File: src/rtl/mips_pkg.sv
// Shared MIPS control definitions: opcodes, ALU operation codes, mux encodings,
// the multi-cycle FSM state set and small decode helpers.
package mips_pkg;

    localparam logic [5:0] OP_RTYPE = 6'b000000;
    localparam logic [5:0] OP_J     = 6'b000010;
    localparam logic [5:0] OP_BEQ   = 6'b000100;
    localparam logic [5:0] OP_BNE   = 6'b000101;
    localparam logic [5:0] OP_ADDI  = 6'b001000;
    localparam logic [5:0] OP_ADDIU = 6'b001001;
    localparam logic [5:0] OP_SLTI  = 6'b001010;
    localparam logic [5:0] OP_SLTIU = 6'b001011;
    localparam logic [5:0] OP_ANDI  = 6'b001100;
    localparam logic [5:0] OP_ORI   = 6'b001101;
    localparam logic [5:0] OP_XORI  = 6'b001110;
    localparam logic [5:0] OP_LUI   = 6'b001111;
    localparam logic [5:0] OP_LW    = 6'b100011;
    localparam logic [5:0] OP_SW    = 6'b101011;

    localparam logic [5:0] FUNC_SLL = 6'b000000;
    localparam logic [5:0] FUNC_SRL = 6'b000010;
    localparam logic [5:0] FUNC_SRA = 6'b000011;

    localparam logic [3:0] ALU_AND  = 4'b0000;
    localparam logic [3:0] ALU_OR   = 4'b0001;
    localparam logic [3:0] ALU_ADD  = 4'b0010;
    localparam logic [3:0] ALU_SLL  = 4'b0011;
    localparam logic [3:0] ALU_SRL  = 4'b0100;
    localparam logic [3:0] ALU_SUB  = 4'b0110;
    localparam logic [3:0] ALU_SLT  = 4'b0111;
    localparam logic [3:0] ALU_ADDU = 4'b1000;
    localparam logic [3:0] ALU_SUBU = 4'b1001;
    localparam logic [3:0] ALU_XOR  = 4'b1010;
    localparam logic [3:0] ALU_SLTU = 4'b1011;
    localparam logic [3:0] ALU_NOR  = 4'b1100;
    localparam logic [3:0] ALU_SRA  = 4'b1101;
    localparam logic [3:0] ALU_LUI  = 4'b1110;
    localparam logic [3:0] ALU_FUNC = 4'b1111;

    localparam logic [1:0] SRCA_PC    = 2'b00;
    localparam logic [1:0] SRCA_RS    = 2'b01;
    localparam logic [1:0] SRCA_SHAMT = 2'b10;

    localparam logic [1:0] SRCB_RT      = 2'b00;
    localparam logic [1:0] SRCB_FOUR    = 2'b01;
    localparam logic [1:0] SRCB_IMM     = 2'b10;
    localparam logic [1:0] SRCB_IMM_SH2 = 2'b11;

    localparam logic [1:0] PCSRC_ALU    = 2'b00;
    localparam logic [1:0] PCSRC_ALUOUT = 2'b01;
    localparam logic [1:0] PCSRC_JUMP   = 2'b10;
    localparam logic [1:0] PCSRC_EXC    = 2'b11;

    typedef enum logic [3:0] {
        ST_FETCH   = 4'd0,
        ST_DECODE  = 4'd1,
        ST_MEMADR  = 4'd2,
        ST_MEMRD   = 4'd3,
        ST_MEMWB   = 4'd4,
        ST_MEMWR   = 4'd5,
        ST_RTEXEC  = 4'd6,
        ST_ALUWB   = 4'd7,
        ST_BRANCH  = 4'd8,
        ST_JUMP    = 4'd9,
        ST_IMMEXEC = 4'd10,
        ST_IMMWB   = 4'd11,
        ST_TRAP    = 4'd12,
        ST_BUSERR  = 4'd13
    } state_t;

    typedef struct packed {
        logic       sign_ext;
        logic [3:0] alu_op;
    } imm_ctrl_t;

    function automatic imm_ctrl_t imm_ctrl(input logic [5:0] opcode);
        case (opcode)
            OP_ORI:   return '{sign_ext: 1'b0, alu_op: ALU_OR};
            OP_ADDI:  return '{sign_ext: 1'b1, alu_op: ALU_ADD};
            OP_ADDIU: return '{sign_ext: 1'b1, alu_op: ALU_ADDU};
            OP_ANDI:  return '{sign_ext: 1'b0, alu_op: ALU_AND};
            OP_LUI:   return '{sign_ext: 1'b0, alu_op: ALU_LUI};
            OP_SLTI:  return '{sign_ext: 1'b1, alu_op: ALU_SLT};
            OP_SLTIU: return '{sign_ext: 1'b1, alu_op: ALU_SLTU};
            OP_XORI:  return '{sign_ext: 1'b0, alu_op: ALU_XOR};
            default:  return '{sign_ext: 1'b0, alu_op: ALU_ADD};
        endcase
    endfunction

    function automatic state_t decode_target(input logic [5:0] opcode, input logic bne_en);
        case (opcode)
            OP_RTYPE:                        return ST_RTEXEC;
            OP_LW, OP_SW:                    return ST_MEMADR;
            OP_BEQ:                          return ST_BRANCH;
            OP_BNE:                          return bne_en ? ST_BRANCH : ST_TRAP;
            OP_J:                            return ST_JUMP;
            OP_ORI, OP_ADDI, OP_ADDIU, OP_ANDI,
            OP_LUI, OP_SLTI, OP_SLTIU, OP_XORI: return ST_IMMEXEC;
            default:                         return ST_TRAP;
        endcase
    endfunction

    function automatic logic is_shift_func(input logic [5:0] func);
        return (func == FUNC_SLL) || (func == FUNC_SRL) || (func == FUNC_SRA);
    endfunction

endpackage

File: src/rtl/mem_watchdog.sv
// Memory-access watchdog: counts wait cycles of the current access and flags
// a timeout on the cycle whose wait would bring the count to MEM_TIMEOUT.
module mem_watchdog #(
    parameter int MEM_TIMEOUT = 16
) (
    input  logic clk,
    input  logic reset,
    input  logic clear,
    input  logic waiting,
    input  logic mem_ready,
    output logic timeout
);
    localparam int CW = (MEM_TIMEOUT > 0) ? $clog2(MEM_TIMEOUT + 1) : 1;
    localparam logic [CW-1:0] LAST = (MEM_TIMEOUT > 0) ? CW'(MEM_TIMEOUT - 1) : '0;

    logic [CW-1:0] count_r;

    // Wait-cycle counter; saturates at the last allowed wait since the FSM leaves on timeout
    always_ff @(posedge clk) begin
        if (reset || clear) begin
            count_r <= '0;
        end else if (waiting && !mem_ready && (count_r != LAST)) begin
            count_r <= count_r + 1'b1;
        end else begin
            count_r <= count_r;
        end
    end

    // A ready in the final allowed cycle still completes the access
    assign timeout = (MEM_TIMEOUT > 0) && waiting && !mem_ready && (count_r == LAST);

endmodule

File: src/rtl/multi_cycle_control.sv
// Multi-cycle MIPS control FSM: sequences fetch/decode/execute/memory/writeback
// with a memory ready handshake, watchdog, optional BNE and illegal-opcode trap.
module multi_cycle_control
    import mips_pkg::*;
#(
    parameter int MEM_TIMEOUT = 16,
    parameter bit ENABLE_BNE  = 1'b1
) (
    input  logic       CLK,
    input  logic       Reset,
    input  logic [5:0] Opcode,
    input  logic [5:0] Func,
    input  logic       MemReady,
    output logic       PCWrite,
    output logic       PCWriteCond,
    output logic       BranchNe,
    output logic       IorD,
    output logic       MemRead,
    output logic       MemWrite,
    output logic       IRWrite,
    output logic       RegDst,
    output logic       MemToReg,
    output logic       RegWrite,
    output logic       SignExtend,
    output logic [1:0] ALUSrcA,
    output logic [1:0] ALUSrcB,
    output logic [3:0] ALUOp,
    output logic [1:0] PCSource,
    output logic       Illegal,
    output logic       BusError,
    output logic [3:0] State
);
    state_t    state_r;
    state_t    next_state_s;
    logic      timeout_s;
    logic      wd_wait_s;
    logic      wd_clear_s;
    imm_ctrl_t imm_s;

    assign wd_wait_s  = (state_r == ST_FETCH) || (state_r == ST_MEMRD) || (state_r == ST_MEMWR);
    assign wd_clear_s = (next_state_s != state_r) &&
                        ((next_state_s == ST_FETCH) || (next_state_s == ST_MEMRD) ||
                         (next_state_s == ST_MEMWR));
    assign imm_s      = imm_ctrl(Opcode);
    assign State      = state_r;

    mem_watchdog #(.MEM_TIMEOUT(MEM_TIMEOUT)) u_watchdog (
        .clk       (CLK),
        .reset     (Reset),
        .clear     (wd_clear_s),
        .waiting   (wd_wait_s),
        .mem_ready (MemReady),
        .timeout   (timeout_s)
    );

    // State register
    always_ff @(posedge CLK) begin
        if (Reset) begin
            state_r <= ST_FETCH;
        end else begin
            state_r <= next_state_s;
        end
    end

    // Next-state logic
    always_comb begin
        next_state_s = state_r;
        case (state_r)
            ST_FETCH: begin
                if (timeout_s)     next_state_s = ST_BUSERR;
                else if (MemReady) next_state_s = ST_DECODE;
                else               next_state_s = ST_FETCH;
            end
            ST_DECODE:  next_state_s = decode_target(Opcode, ENABLE_BNE);
            ST_MEMADR:  next_state_s = (Opcode == OP_LW) ? ST_MEMRD : ST_MEMWR;
            ST_MEMRD: begin
                if (timeout_s)     next_state_s = ST_BUSERR;
                else if (MemReady) next_state_s = ST_MEMWB;
                else               next_state_s = ST_MEMRD;
            end
            ST_MEMWR: begin
                if (timeout_s)     next_state_s = ST_BUSERR;
                else if (MemReady) next_state_s = ST_FETCH;
                else               next_state_s = ST_MEMWR;
            end
            ST_RTEXEC:  next_state_s = ST_ALUWB;
            ST_IMMEXEC: next_state_s = ST_IMMWB;
            ST_MEMWB, ST_ALUWB, ST_BRANCH, ST_JUMP, ST_IMMWB, ST_TRAP:
                        next_state_s = ST_FETCH;
            ST_BUSERR:  next_state_s = ST_BUSERR;
            default:    next_state_s = ST_FETCH;
        endcase
    end

    // Output decode; only FETCH looks at MemReady
    always_comb begin
        PCWrite     = 1'b0;
        PCWriteCond = 1'b0;
        BranchNe    = 1'b0;
        IorD        = 1'b0;
        MemRead     = 1'b0;
        MemWrite    = 1'b0;
        IRWrite     = 1'b0;
        RegDst      = 1'b0;
        MemToReg    = 1'b0;
        RegWrite    = 1'b0;
        SignExtend  = 1'b0;
        ALUSrcA     = SRCA_PC;
        ALUSrcB     = SRCB_RT;
        ALUOp       = ALU_AND;
        PCSource    = PCSRC_ALU;
        Illegal     = 1'b0;
        BusError    = 1'b0;
        case (state_r)
            ST_FETCH: begin
                MemRead = 1'b1;
                if (MemReady) begin
                    IRWrite = 1'b1;
                    PCWrite = 1'b1;
                    ALUSrcB = SRCB_FOUR;
                    ALUOp   = ALU_ADD;
                end else begin
                    IRWrite = 1'b0;
                    PCWrite = 1'b0;
                end
            end
            ST_DECODE: begin
                ALUSrcB    = SRCB_IMM_SH2;
                SignExtend = 1'b1;
                ALUOp      = ALU_ADD;
            end
            ST_MEMADR: begin
                ALUSrcA    = SRCA_RS;
                ALUSrcB    = SRCB_IMM;
                SignExtend = 1'b1;
                ALUOp      = ALU_ADD;
            end
            ST_MEMRD: begin
                IorD    = 1'b1;
                MemRead = 1'b1;
            end
            ST_MEMWB: begin
                MemToReg = 1'b1;
                RegWrite = 1'b1;
            end
            ST_MEMWR: begin
                IorD     = 1'b1;
                MemWrite = 1'b1;
            end
            ST_RTEXEC, ST_ALUWB: begin
                ALUSrcA  = is_shift_func(Func) ? SRCA_SHAMT : SRCA_RS;
                ALUOp    = ALU_FUNC;
                RegDst   = (state_r == ST_ALUWB);
                RegWrite = (state_r == ST_ALUWB);
            end
            ST_BRANCH: begin
                ALUSrcA     = SRCA_RS;
                ALUOp       = ALU_SUB;
                PCWriteCond = 1'b1;
                PCSource    = PCSRC_ALUOUT;
                BranchNe    = (Opcode == OP_BNE);
            end
            ST_JUMP: begin
                PCWrite  = 1'b1;
                PCSource = PCSRC_JUMP;
            end
            ST_IMMEXEC, ST_IMMWB: begin
                ALUSrcA    = SRCA_RS;
                ALUSrcB    = SRCB_IMM;
                SignExtend = imm_s.sign_ext;
                ALUOp      = imm_s.alu_op;
                RegWrite   = (state_r == ST_IMMWB);
            end
            ST_TRAP: begin
                Illegal  = 1'b1;
                PCWrite  = 1'b1;
                PCSource = PCSRC_EXC;
            end
            ST_BUSERR: BusError = 1'b1;
            default:   BusError = 1'b0;
        endcase
    end

endmodule

File: config.mk
export PLATFORM = sky130hd
export DESIGN_NAME = multi_cycle_control
export DESIGN_NICKNAME = d
export VERILOG_FILES = /design/src/rtl/mips_pkg.sv /design/src/rtl/mem_watchdog.sv /design/src/rtl/multi_cycle_control.sv
export SDC_FILE = /design/constraint.sdc
export NUM_CORES = 1
export LEC_CHECK = 0
export CAP_MARGIN = 20
export CORE_ASPECT_RATIO = 0.5
export CORE_MARGIN = 2
export CORE_UTILIZATION = 31
export DETAILED_ROUTE_END_ITERATION = 10
export HOLD_SLACK_MARGIN = 0.03
export SYNTH_ARGS = -nofsm -noshare
export SYNTH_HDL_FRONTEND = slang
export SYNTH_SLANG_ARGS = --single-unit
File: constraint.sdc
create_clock -name CLK -period 4.79 [get_ports CLK]
set_input_delay 0.958 -clock CLK [delete_from_list [all_inputs] [get_ports CLK]]
set_output_delay 0.958 -clock CLK [all_outputs]
set_load 0.02 [all_outputs]
==> metrics.md <==
| Metric | Value |
|---|---|
| Worst path required time | 3.83 ns |
| Syn avg cell area | 7.08 um2 |
| Worst path buffer plus inverter count | 2 |
| Ranking of synthesized cells by area | dfxtp_1 (16%), nor2_1 (9.2%), nor3_1 (4.6%) |
| P per Cell Area | 224 nW/um2 |
| Outcome | complete, no violations |
| Final hold vios | 0 |
| Leak | 0.552 nW |
| Detailed-router iteration count before antenna repair | 4 |
| Final ANT Viol Nets | 0 |
| Global-route usage over all layers | 14.9% |
| Core Rows | 15 |
| Crit path kind | in2out |
| Num CTS Buffers | 3 |
| Routed wire length | 3.04 mm |
| # DRC | 0 |
| Clock insertion delay at the later pin of the skew report | 0.23 ns |
| Clock Skew | 0.00410 ns |
| RSZ-0062 raised after global routing | false |
| Hold EP | u_watchdog.count_r[1] |
| Max-cap violations | 0 |
| Largest net degree at the start of global routing | 23 |
| Switching power of the nets | 130 uW |
| Detailed Place HPWL | 2.32 mm |
| Clock Root Buffer | clkbuf_8 |
| R2R Path Start | State[1] |
| Iteration-0 DRC count of the detailed router | 93 |
| Int Pwr | 218 uW |
| First-pass GRT wire length | 4.76 mm |
| Synth Cell Area | 1100 um2 |
| Slowest stage cell, crit path | clkdlybuf4s50_1 |
| Via Count | 1,197 |
| Post-Syn Instances | 155 |
| Worst slew pin tran | 0.795 ns |
| CTS sink count | 9 |
| Reg2Reg Setup Slack | 2.07 ns |
| Cell area after layout | 1550 um2 |
| Port bufs | 41 |
| DIE AREA | 4060 um2 |
| Grt total ovfl | 0 |
| Number of synthesized flops with an enable pin | 0 |
| Post-synth cell types | 50 |
| Register area share after synthesis | 16.4% |
| Critical path's top delay family | buffers and inverters |
| Yosys top cell area share | 16.4% |
| Initial core utilization | 32.1% |
| CP Launch Type | input pin |
| I/O pin count | 42 |
| Die H | 46.1 um |
| Crit path DAT | 3.02 ns |
| Hold/Removal Path Class | reg2reg |
| Comb power frac | 47.7% |
| Clock transition at the registers of the reported paths | 0.04 ns |
| Cell with the most instances after synthesis | nor2_1 |
| Seq pwr share | 27.4% |
| R2R Path End | u_watchdog.count_r[2] |
| Max incr delay on CP | 0.64 ns |
| Mapped Nets | 172 |
| Yosys reg bits | 9 |
| Bufs on Longest Clock Path | 2 |
| Antenna diodes | 0 |
| Fmax | 251 MHz |
| Layout Nets | 205 |
| Switching portion of total power | 37.4% |
| Commonest cells post-synth | nor2_1 (27), nand2_1 (10), nor3_1 (10) |
| H-tree depth | 1 |
| Share of layout cells above drive strength 1 | 8.02% |
| Crit. End Element | output pin |
| Post-cts hold buffer count | 0 |
| Hold path startpoint | u_watchdog.count_r[1] |
| Area post-placement | 1510 um2 |
| Die width | 88.1 um |
| YS warnings | 0 |
| Final setup viols | 0 |
| Crit-path max FO | 8 |
| Hold path depth | 2 |
| Vias in the first global route | 989 |
| Cells on worst reg2reg path | 7 |
| Final Wtd Congestion | 0.825 |
| Max Slew Vio Count | 0 |
| CORE AREA | 3420 um2 |
| Post-CTS Repair Setup Buffers | 0 |
| Initial antenna violation count | 0 |
| Largest area contributor in the netlist | dfxtp_1 |
| Post-CTS resize count | 0 |
| Layout area overhead | 41.3% |
| Max VDD drop | 188 uV |
| Setup TNS Final | 0 ns |
| CTS tree | yes |
| Critical-path cell list | clkdlybuf4s50_1, nor2_1, nand3_1, or2_2, o21ai_0, clkdlybuf4s50_1 |
| Final worst-path cycle share | 83.1% |
| WL/cell | 12.8 um |
| Cell mode on critical path | clkdlybuf4s50_1 |
| Synth Flop Type | dfxtp_1 |
| Avg Vias per Cell | 5.03 |
| FFs w/ async S/R, synth | 0% |
| Clock share of power | 24.9% |
| Fin crit period | 3.98 ns |
| Relative slew slack | 46.9% |
==> how the worst max path moves through the flow <==
stage          slack, ns  endpoint  cells past startpoint       from
2_1_floorplan       1.85  ALUOp[0]                      4  Opcode[5]
3_3_place_gp        0.87  ALUOp[2]                      6  Opcode[5]
3_5_place_dp        0.81  ALUOp[0]                      6  Opcode[5]
4_1_cts             0.81  ALUOp[0]                      6  Opcode[5]
5_1_grt             0.65  ALUOp[0]                      6  Opcode[5]
6_report            0.81  ALUOp[0]                      6  Opcode[5]
==> final cells by class <==
cell class	count	area [um2]
tap	51	63.8
fill	342	1870
clock buffer	4	45.0
timing repair buffer	41	410
multi-input combinational	128	832
sequential	9	180
inverter	5	18.8
==> layout by cell type, fill, tap and decap left out, types with 3 or more instances in the layout <==
| cell | Yosys | layout |
|---|---|---|
| nor3_1 | 10 | 10 |
| nor2_1 | 27 | 27 |
| or2_2 | 4 | 4 |
| nor2b_1 | 4 | 4 |
| clkbuf_8 | 0 | 3 |
| mux2i_1 | 3 | 3 |
| o21ai_0 | 8 | 8 |
| a21oi_1 | 9 | 9 |
| xnor2_1 | 5 | 5 |
| clkdlybuf4s50_1 | 0 | 41 |
| nand3_1 | 4 | 4 |
| nand2_1 | 10 | 10 |
| inv_1 | 4 | 4 |
| xor2_1 | 4 | 4 |
| nand2b_1 | 3 | 3 |
| dfxtp_1 | 9 | 9 |
==> layer usage <==
layer  part of all wire [%]  wire length, um  GRT usage (%)  vias up
met1                     51             1550           21.5      552
met5                      0                0              0        -
met4                      0                0           3.03        0
li1                       -                -              -      623
met3                    5.0              153           3.05        0
met2                     44             1340           23.2       22
==> worst register-to-register path: cells and delay by family, from the launching register on <==
family          cells  cell delay (ns)
compound gates      3             0.73
flops               1             0.73
simple gates        2             0.51
xor+xnor            2             0.61
==> state kept, by name, indices dropped and copies added (netlist names) <==
register	cells
u_watchdog.count_r	5
State	4
==> power by group through the flow <==
stage	clock [mW]	sequential (mW)	combinational (mW)
after floorplan	0	0.0890	0.114
after global placement	0	0.0963	0.164
after detailed placement	0	0.0965	0.166
after CTS	0.0911	0.0951	0.167
after global routing	0.0947	0.0966	0.180
final	0.0864	0.0953	0.166
==> kinds of logic after synthesis <==
| kind of cell | after synthesis | share of synthesized area (%) |
|---|---|---|
| adder cells (fa/ha/maj) | 2 | 2.28 |
| XOR/XNOR | 9 | 7.18 |
| multiplexers | 3 | 2.74 |
| AND/OR/NAND/NOR | 77 | 36.8 |
| AO/OA/AOI/OAI | 37 | 26.8 |
| buffers and inverters | 18 | 7.75 |
| flip-flops | 9 | 16.4 |
==> through the flow <==
stage / util (%) / std cells / setup WS (ns) / hold WS (ns) / power, mW
floorplan: - / 155 / 1.85 / 0.514 / 0.203
global placement: 44.1 / 234 / 0.870 / 0.529 / 0.261
detailed placement: 44.1 / 234 / 0.815 / 0.534 / 0.263
CTS: 45.4 / 238 / 0.808 / 0.544 / 0.353
global route: 45.4 / 238 / 0.654 / 0.585 / 0.371
finish: 45.4 / 238 / 0.808 / 0.540 / 0.348
Note: power is estimated with default switching activity, not from simulation.
